$ cat src/rtl/cv_uart_pkg.sv
// Shared constants and types for the parametrised UART receive path.
package cv_uart_pkg;

    localparam logic [1:0] PAR_NONE = 2'd0;
    localparam logic [1:0] PAR_EVEN = 2'd1;
    localparam logic [1:0] PAR_ODD  = 2'd2;

    typedef enum logic [2:0] {
        ST_IDLE    = 3'd0,
        ST_START   = 3'd1,
        ST_DATA    = 3'd2,
        ST_PARITY  = 3'd3,
        ST_STOP    = 3'd4,
        ST_WAIT_HI = 3'd5
    } rx_state_t;

    // A stored frame is {frm_err, par_err, data}.
    function automatic int entry_width(input int data_w);
        return data_w + 2;
    endfunction

endpackage

$ cat src/rtl/cv_sync_fifo.sv
// Show-ahead synchronous FIFO with ready/valid on both sides and an exact fill level.
module cv_sync_fifo #(
    parameter int W  = 10,
    parameter int AW = 2
) (
    input  logic          clk,
    input  logic          rst,
    input  logic          wr_valid,
    output logic          wr_ready,
    input  logic [W-1:0]  wr_data,
    output logic          rd_valid,
    input  logic          rd_ready,
    output logic [W-1:0]  rd_data,
    output logic [AW:0]   level
);

    localparam int         DEPTH    = 2 ** AW;
    localparam logic [AW:0] FULL_LVL = (AW + 1)'(DEPTH);

    logic [W-1:0]  mem_r [DEPTH];
    logic [AW-1:0] wr_ptr_r;
    logic [AW-1:0] rd_ptr_r;
    logic [AW:0]   cnt_r;
    logic          do_push_s;
    logic          do_pop_s;

    // A full FIFO still accepts a write when the head leaves in the same cycle.
    assign rd_valid  = (cnt_r != {(AW + 1){1'b0}});
    assign wr_ready  = (cnt_r != FULL_LVL) || rd_ready;
    assign do_pop_s  = rd_valid && rd_ready;
    assign do_push_s = wr_valid && wr_ready;
    assign rd_data   = mem_r[rd_ptr_r];
    assign level     = cnt_r;

    // Pointer and level bookkeeping.
    always_ff @(posedge clk) begin
        if (rst) begin
            wr_ptr_r <= {AW{1'b0}};
            rd_ptr_r <= {AW{1'b0}};
            cnt_r    <= {(AW + 1){1'b0}};
        end else begin
            if (do_push_s) begin
                wr_ptr_r <= wr_ptr_r + AW'(1);
            end
            if (do_pop_s) begin
                rd_ptr_r <= rd_ptr_r + AW'(1);
            end
            case ({do_push_s, do_pop_s})
                2'b10:   cnt_r <= cnt_r + (AW + 1)'(1);
                2'b01:   cnt_r <= cnt_r - (AW + 1)'(1);
                default: cnt_r <= cnt_r;
            endcase
        end
    end

    // Storage, cleared so the head reads zero out of reset.
    always_ff @(posedge clk) begin
        if (rst) begin
            for (int i = 0; i < DEPTH; i++) begin
                mem_r[i] <= {W{1'b0}};
            end
        end else if (do_push_s) begin
            mem_r[wr_ptr_r] <= wr_data;
        end
    end

endmodule

$ cat src/rtl/cv_uart_rx_fifo.sv
// Oversampling UART receiver with per-frame error flags, receive FIFO and sticky overrun.
// Optional build macro CV_UART_ERR_INJECT_EN adds INJ_PAR/INJ_FRM error-injection inputs.
module cv_uart_rx_fifo #(
    parameter int DATA_W   = 8,
    parameter int PAR_MODE = 1,
    parameter int OVS      = 16,
    parameter int FIFO_AW  = 2
) (
    input  logic              CLK,
    input  logic              RST,
    input  logic              CE,
    input  logic              RXD,
    output logic [DATA_W-1:0] RX_DATA,
    output logic              RX_PAR_ERR,
    output logic              RX_FRM_ERR,
    output logic              RX_VALID,
    input  logic              RX_READY,
`ifdef CV_UART_ERR_INJECT_EN
    input  logic              INJ_PAR,
    input  logic              INJ_FRM,
`endif
    output logic              OVR_ERR,
    input  logic              OVR_CLR,
    output logic [FIFO_AW:0]  FIFO_LVL
);

    import cv_uart_pkg::*;

    localparam int               ENT_W    = entry_width(DATA_W);
    localparam int               CNT_W    = $clog2(OVS);
    localparam int               BIT_W    = $clog2(DATA_W);
    localparam logic [CNT_W-1:0] HALF_M1  = CNT_W'(OVS / 2 - 1);
    localparam logic [CNT_W-1:0] FULL_M1  = CNT_W'(OVS - 1);
    localparam logic [BIT_W-1:0] LAST_BIT = BIT_W'(DATA_W - 1);
    localparam logic             HAS_PAR  = (PAR_MODE != int'(PAR_NONE));

    function automatic logic par_err_calc(input logic [DATA_W-1:0] d, input logic b);
        logic x;
        x = (^d) ^ b;
        if (PAR_MODE == int'(PAR_ODD)) begin
            return ~x;
        end else if (PAR_MODE == int'(PAR_EVEN)) begin
            return x;
        end else begin
            return 1'b0;
        end
    endfunction

    rx_state_t         state_r;
    rx_state_t         nxt_state_s;
    logic              sync1_r;
    logic              sync2_r;
    logic [CNT_W-1:0]  tick_cnt_r;
    logic [BIT_W-1:0]  bit_cnt_r;
    logic [DATA_W-1:0] shreg_r;
    logic              par_err_r;
    logic              push_r;
    logic [DATA_W-1:0] ent_data_r;
    logic              ent_par_r;
    logic              ent_frm_r;
    logic              ovr_r;
    logic              half_hit_s;
    logic              full_hit_s;
    logic              cnt_clr_s;
    logic              bit_clr_s;
    logic              shift_en_s;
    logic              par_cap_s;
    logic              stop_cap_s;
    logic              inj_par_s;
    logic              inj_frm_s;
    logic              fifo_wr_ready_s;
    logic [ENT_W-1:0]  fifo_wr_data_s;
    logic [ENT_W-1:0]  fifo_rd_data_s;

`ifdef CV_UART_ERR_INJECT_EN
    assign inj_par_s = INJ_PAR & HAS_PAR;
    assign inj_frm_s = INJ_FRM;
`else
    assign inj_par_s = 1'b0;
    assign inj_frm_s = 1'b0;
`endif

    assign half_hit_s = CE && (tick_cnt_r == HALF_M1);
    assign full_hit_s = CE && (tick_cnt_r == FULL_M1);

    // Line synchroniser, preset to the idle level.
    always_ff @(posedge CLK) begin
        if (RST) begin
            sync1_r <= 1'b1;
            sync2_r <= 1'b1;
        end else begin
            sync1_r <= RXD;
            sync2_r <= sync1_r;
        end
    end

    // Receiver state register.
    always_ff @(posedge CLK) begin
        if (RST) begin
            state_r <= ST_IDLE;
        end else begin
            state_r <= nxt_state_s;
        end
    end

    // Receiver next-state logic; every decision waits for an oversample tick.
    always_comb begin
        nxt_state_s = state_r;
        case (state_r)
            ST_IDLE: begin
                if (CE && !sync2_r) nxt_state_s = ST_START;
                else                nxt_state_s = ST_IDLE;
            end
            ST_START: begin
                if (half_hit_s) nxt_state_s = sync2_r ? ST_IDLE : ST_DATA;
                else            nxt_state_s = ST_START;
            end
            ST_DATA: begin
                if (full_hit_s && (bit_cnt_r == LAST_BIT)) nxt_state_s = HAS_PAR ? ST_PARITY : ST_STOP;
                else                                       nxt_state_s = ST_DATA;
            end
            ST_PARITY: begin
                if (full_hit_s) nxt_state_s = ST_STOP;
                else            nxt_state_s = ST_PARITY;
            end
            ST_STOP: begin
                if (full_hit_s) nxt_state_s = sync2_r ? ST_IDLE : ST_WAIT_HI;
                else            nxt_state_s = ST_STOP;
            end
            ST_WAIT_HI: begin
                if (CE && sync2_r) nxt_state_s = ST_IDLE;
                else               nxt_state_s = ST_WAIT_HI;
            end
            default: nxt_state_s = ST_IDLE;
        endcase
    end

    // Receiver datapath controls decoded from the current state.
    always_comb begin
        cnt_clr_s  = 1'b0;
        bit_clr_s  = 1'b0;
        shift_en_s = 1'b0;
        par_cap_s  = 1'b0;
        stop_cap_s = 1'b0;
        case (state_r)
            ST_IDLE:    begin cnt_clr_s = 1'b1;       bit_clr_s  = 1'b1;       end
            ST_START:   begin cnt_clr_s = half_hit_s; bit_clr_s  = 1'b1;       end
            ST_DATA:    begin cnt_clr_s = full_hit_s; shift_en_s = full_hit_s; end
            ST_PARITY:  begin cnt_clr_s = full_hit_s; par_cap_s  = full_hit_s; end
            ST_STOP:    begin cnt_clr_s = full_hit_s; stop_cap_s = full_hit_s; end
            ST_WAIT_HI: begin cnt_clr_s = 1'b1;                                end
            default:    begin cnt_clr_s = 1'b1;       bit_clr_s  = 1'b1;       end
        endcase
    end

    // Tick counter, bit counter, LSB-first shifter and parity check.
    always_ff @(posedge CLK) begin
        if (RST) begin
            tick_cnt_r <= {CNT_W{1'b0}};
            bit_cnt_r  <= {BIT_W{1'b0}};
            shreg_r    <= {DATA_W{1'b0}};
            par_err_r  <= 1'b0;
        end else begin
            if (cnt_clr_s) begin
                tick_cnt_r <= {CNT_W{1'b0}};
            end else if (CE) begin
                tick_cnt_r <= tick_cnt_r + CNT_W'(1);
            end
            if (bit_clr_s) begin
                bit_cnt_r <= {BIT_W{1'b0}};
                par_err_r <= 1'b0;
            end else if (shift_en_s) begin
                bit_cnt_r <= bit_cnt_r + BIT_W'(1);
                shreg_r   <= {sync2_r, shreg_r[DATA_W-1:1]};
            end else if (par_cap_s) begin
                par_err_r <= par_err_calc(shreg_r, sync2_r);
            end
        end
    end

    // Completed frame is staged and pushed on the cycle after the stop sample.
    always_ff @(posedge CLK) begin
        if (RST) begin
            push_r     <= 1'b0;
            ent_data_r <= {DATA_W{1'b0}};
            ent_par_r  <= 1'b0;
            ent_frm_r  <= 1'b0;
        end else begin
            push_r <= stop_cap_s;
            if (stop_cap_s) begin
                ent_data_r <= shreg_r;
                ent_par_r  <= par_err_r;
                ent_frm_r  <= ~sync2_r;
            end
        end
    end

    assign fifo_wr_data_s = {ent_frm_r ^ inj_frm_s, ent_par_r ^ inj_par_s, ent_data_r};

    cv_sync_fifo #(
        .W  (ENT_W),
        .AW (FIFO_AW)
    ) u_fifo (
        .clk      (CLK),
        .rst      (RST),
        .wr_valid (push_r),
        .wr_ready (fifo_wr_ready_s),
        .wr_data  (fifo_wr_data_s),
        .rd_valid (RX_VALID),
        .rd_ready (RX_READY),
        .rd_data  (fifo_rd_data_s),
        .level    (FIFO_LVL)
    );

    // Sticky overrun: a dropped frame outranks a simultaneous clear.
    always_ff @(posedge CLK) begin
        if (RST) begin
            ovr_r <= 1'b0;
        end else if (push_r && !fifo_wr_ready_s) begin
            ovr_r <= 1'b1;
        end else if (OVR_CLR) begin
            ovr_r <= 1'b0;
        end
    end

    assign OVR_ERR    = ovr_r;
    assign RX_DATA    = fifo_rd_data_s[DATA_W-1:0];
    assign RX_PAR_ERR = fifo_rd_data_s[DATA_W];
    assign RX_FRM_ERR = fifo_rd_data_s[DATA_W+1];

endmodule

$ cat config.mk
export PLATFORM = sky130hd
export DESIGN_NAME = cv_uart_rx_fifo
export DESIGN_NICKNAME = d
export VERILOG_FILES = /design/src/rtl/cv_uart_pkg.sv /design/src/rtl/cv_sync_fifo.sv /design/src/rtl/cv_uart_rx_fifo.sv
export SDC_FILE = /design/constraint.sdc
export NUM_CORES = 1
export LEC_CHECK = 0
export BUFFER_PORTS_ARGS = -buffer_cell sky130_fd_sc_hd__buf_2
export CORE_MARGIN = 2
export CORE_UTILIZATION = 54
export CTS_BUF_LIST = sky130_fd_sc_hd__clkbuf_8 sky130_fd_sc_hd__clkbuf_16
export CTS_CLUSTER_DIAMETER = 80
export DETAILED_ROUTE_END_ITERATION = 10
export GPL_TIMING_DRIVEN = 0
export PLACE_DENSITY = 0.78
export SETUP_SLACK_MARGIN = 0.1
export SYNTH_ARGS = -nofsm -noshare
export SYNTH_HDL_FRONTEND = slang
export SYNTH_SLANG_ARGS = --single-unit
export TNS_END_PERCENT = 50
$ cat constraint.sdc
create_clock -name CLK -period 2 [get_ports CLK]
set_clock_uncertainty 0.15 [all_clocks]
set_input_delay 0.2 -clock CLK [delete_from_list [all_inputs] [get_ports CLK]]
set_output_delay 0.2 -clock CLK [all_outputs]
set_load 0.1 [all_outputs]
==> impl_metrics.toml <==
[yosys]
synth_edf_count = 40
yosys_warnings = 0
synth_nets = 315
syn_area_mm2 = 0.003558
async_reset_ff_share_pct = 0
yosysUniqueCellTypes = 43
synth_area_leaders = "edfxtp_1, dfxtp_1, nor2_1"
syn_area_per_cell_um2 = 11.71
synth-main-ff-cell = "dfxtp_1"
seq_area_frac_synth_pct = 57.38
syn-instance-count = 304
ys_seq_elements = 82
yosysTopAreaCellShare_pct = 33.76
synth_top_area_cell = "edfxtp_1"

[timing]
final-max-slew-violation-count = 0
final.setup.worst_slack_ns = -0.1353
min_period_over_period_pct = 106.8
max_freq_mhz = 468.3
grt_setup_unrepaired = "true"
report.final.hold_viol_count = 0
holdWs_ns = 0.1021
setup_violations = 2
tightest_slew_ns = 0.6187
layout_min_cycle_time_ns = 2.135
maxSlewHeadroom_pct = 58.73

[worst_setup_path]
setup.worst_path.start = "u_fifo.level[1]"
worstPathArrival_ns = 2.28
path_cells = "nor4b_4 > nor2b_2 > inv_2 > ha_4 > inv_2 > fa_2 > xor2_1 > or3_1 > a21oi_1"
slowest_delay_ns = 0.38
path_buf_inv = 2
startpoint_type = "register"
critPathSlowestCell = "dfxtp_4"
crit_fanout = 5
cp_common_cell = "inv_2"
path_delay_family = "simple AND/OR/NAND/NOR gates"
cp.required_ns = 2.14
end_kind = "register"
regToRegStartpoint = "u_fifo.level[1]"
crit_type = "reg -> reg"

[final_layout]
area_delta_synth_final_pct = 20.43
drive_gt1_share_pct = 26.93
regArea_mm2 = 0.002058
final_common_cell = "nor2_1"
multiInputGateArea_mm2 = 0.001454
final_util_pct = 67.49
fillers = 439
diodes = 0
nets = 355
final_cell_mix = "nor2_1, edfxtp_1, dfxtp_1"

[clock_tree]
cts_buffer_depth = 2
root_buffer = "clkbuf_8"
ctsHtreeMaxLevel = 3
clk_latency_ns = 0.36
path_clk_slew_ns = 0.09
clock_sinks = 82
cts_tree = "yes"
numCtsBuffers = 9

[run]
max-cap-violations = 0

[die]
io_pins = 21
fp.dieW_um = 85.18
start_util_pct = 56.04
die_y_um = 85.18
die_area_mm2 = 0.007255
core_area_mm2 = 0.006350
std_cell_rows = 29

[global_route]
grt_pass1_vias = 2269
grt-ovfl-total = 0
grt_max_degree = 16
grt_antenna_before_repair = 0
gr-usage-all-layers_pct = 19.71
grt_pass1_wl_mm = 10.78

[power_and_ir_drop]
p_per_area_mw_per_mm2 = 726.6
peakVddDrop_uv = 505.5
power.leakage_nw = 1.534

[detailed_routing]
drt_wl_total_mm = 6.756
dr.pass1.iters = 4
drc = 0
via_count = 2299
avgViaCountPerCell = 5.397
routedWlPerCell_um = 15.86
drt_iter0_drc = 143
ant_nets = 0

[min_path]
hold_path.startpoint = "CE"
min_path_type = "in -> reg"

[outcome]
status = "finished with violations"
violations = "negative setup slack"

[placement]
port_buffers = 19
gp_congestion = 0.7763
hpwl_mm = 4.239
-- flip-flops by register name (all words and copies together), names as in the netlist, named ones only --
register	cells
OVR_ERR	1
bit_cnt_r	3
ent_data_r	8
ent_frm_r	1
ent_par_r	1
par_err_r	1
push_r	1
shreg_r	8
state_r	3
sync1_r	1
sync2_r	1
tick_cnt_r	4
u_fifo.level	3
u_fifo.mem_r	40
u_fifo.rd_ptr_r	2
u_fifo.wr_ptr_r	2
-- per-stage QoR --
step	setup WS (ns)	std cells	total power, mW	TNS, ns	instance area, um2
after global routing	-0.2209	426	3.203	-0.4185	4285
after CTS	-0.1258	423	3.127	-0.1258	4223
after detailed placement	-0.3032	400	2.015	-0.4670	3791
after global placement	-0.2491	400	2.012	-0.3791	3791
final	-0.1353	426	3.114	-0.1479	4285
after floorplan	-0.4033	304	1.978	-0.6746	3600
-- power by group --
part / switching, mW / total [mW] / internal (mW) / leakage, nW
Combinational: 0.137 / 0.214 / 0.0763 / 0.721
Clock: 0.634 / 1.09 / 0.461 / 0.0911
Sequential: 0.0139 / 1.81 / 1.79 / 0.722
Total: 0.785 / 3.11 / 2.33 / 1.53
-- Yosys cell counts (2+ instances only) --
master	instances
clkbuf_1	5
edfxtp_1	40
dfxtp_1	42
nand2b_1	3
mux4_2	10
o21bai_1	2
nor2b_1	2
nor2_1	61
and2_1	11
inv_1	16
xor2_1	7
or3_1	2
mux2i_1	20
ha_1	4
o21ai_0	6
nor3_2	2
nand2_1	17
nand2b_4	2
a31o_2	2
nand3_1	3
xnor2_1	11
buf_4	3
a21oi_1	7
or2_2	3
buf_2	4
nor4_1	2
-- worst min-delay path, stage by stage --
cell and delay (ns):
buf_2 0.19, xnor2_1 0.10, nor2_1 0.08
-- path summary, 6_finish.rpt --
check | endpoint | slack (ns) | cells after the start
worst max-delay path | u_fifo.level[2] | -0.14 | 9
worst min-delay path | tick_cnt_r[0] | 0.10 | 3
worst max register to register | u_fifo.level[2] | -0.14 | 9
worst min register to register | sync2_r | 0.26 | 1
-- logic make-up after synthesis --
logic type	Yosys count	synth area share [%]
AND/OR/NAND/NOR	114	15.61
flip-flops	82	57.38
buffers and inverters	32	4.149
multiplexers	30	11.96
AO/OA/AOI/OAI	22	3.868
XOR/XNOR	19	5.063
adder cells (fa/ha/maj)	5	1.969
-- layer usage --
metal | share of wire (%) | routed length, um | track usage (%)
met1 | 42 | 2871 | 24.45
met4 | 1.7 | 118 | 9.091
met2 | 52 | 3522 | 33.17
met3 | 3.6 | 244 | 4.086
met5 | 0 | 0 | 0
-- area by class of cell --
cell class | count | share of cell area (%)
clock inverters | 7 | 1.285
multi-input cells | 191 | 33.93
inverters | 17 | 1.489
well taps | 77 | 2.248
clock buffers | 9 | 2.891
repair buffers | 29 | 7.883
flip-flops and latches | 82 | 48.03
plain buffers | 14 | 2.248
-- what timing repair did --
| item | in CTS | in global routing |
|---|---|---|
| endpoints found under the setup margin | 37 | 77 |
| gates cloned | 1 | 2 |
| pin swaps | 1 | 4 |
| hold buffers | 2 | 0 |
| setup buffers | 5 | 2 |
| resized for setup | 48 | 13 |
| hold endpoints to repair | 2 | 0 |
No activity file was read; power rests on OpenSTA's default activity.
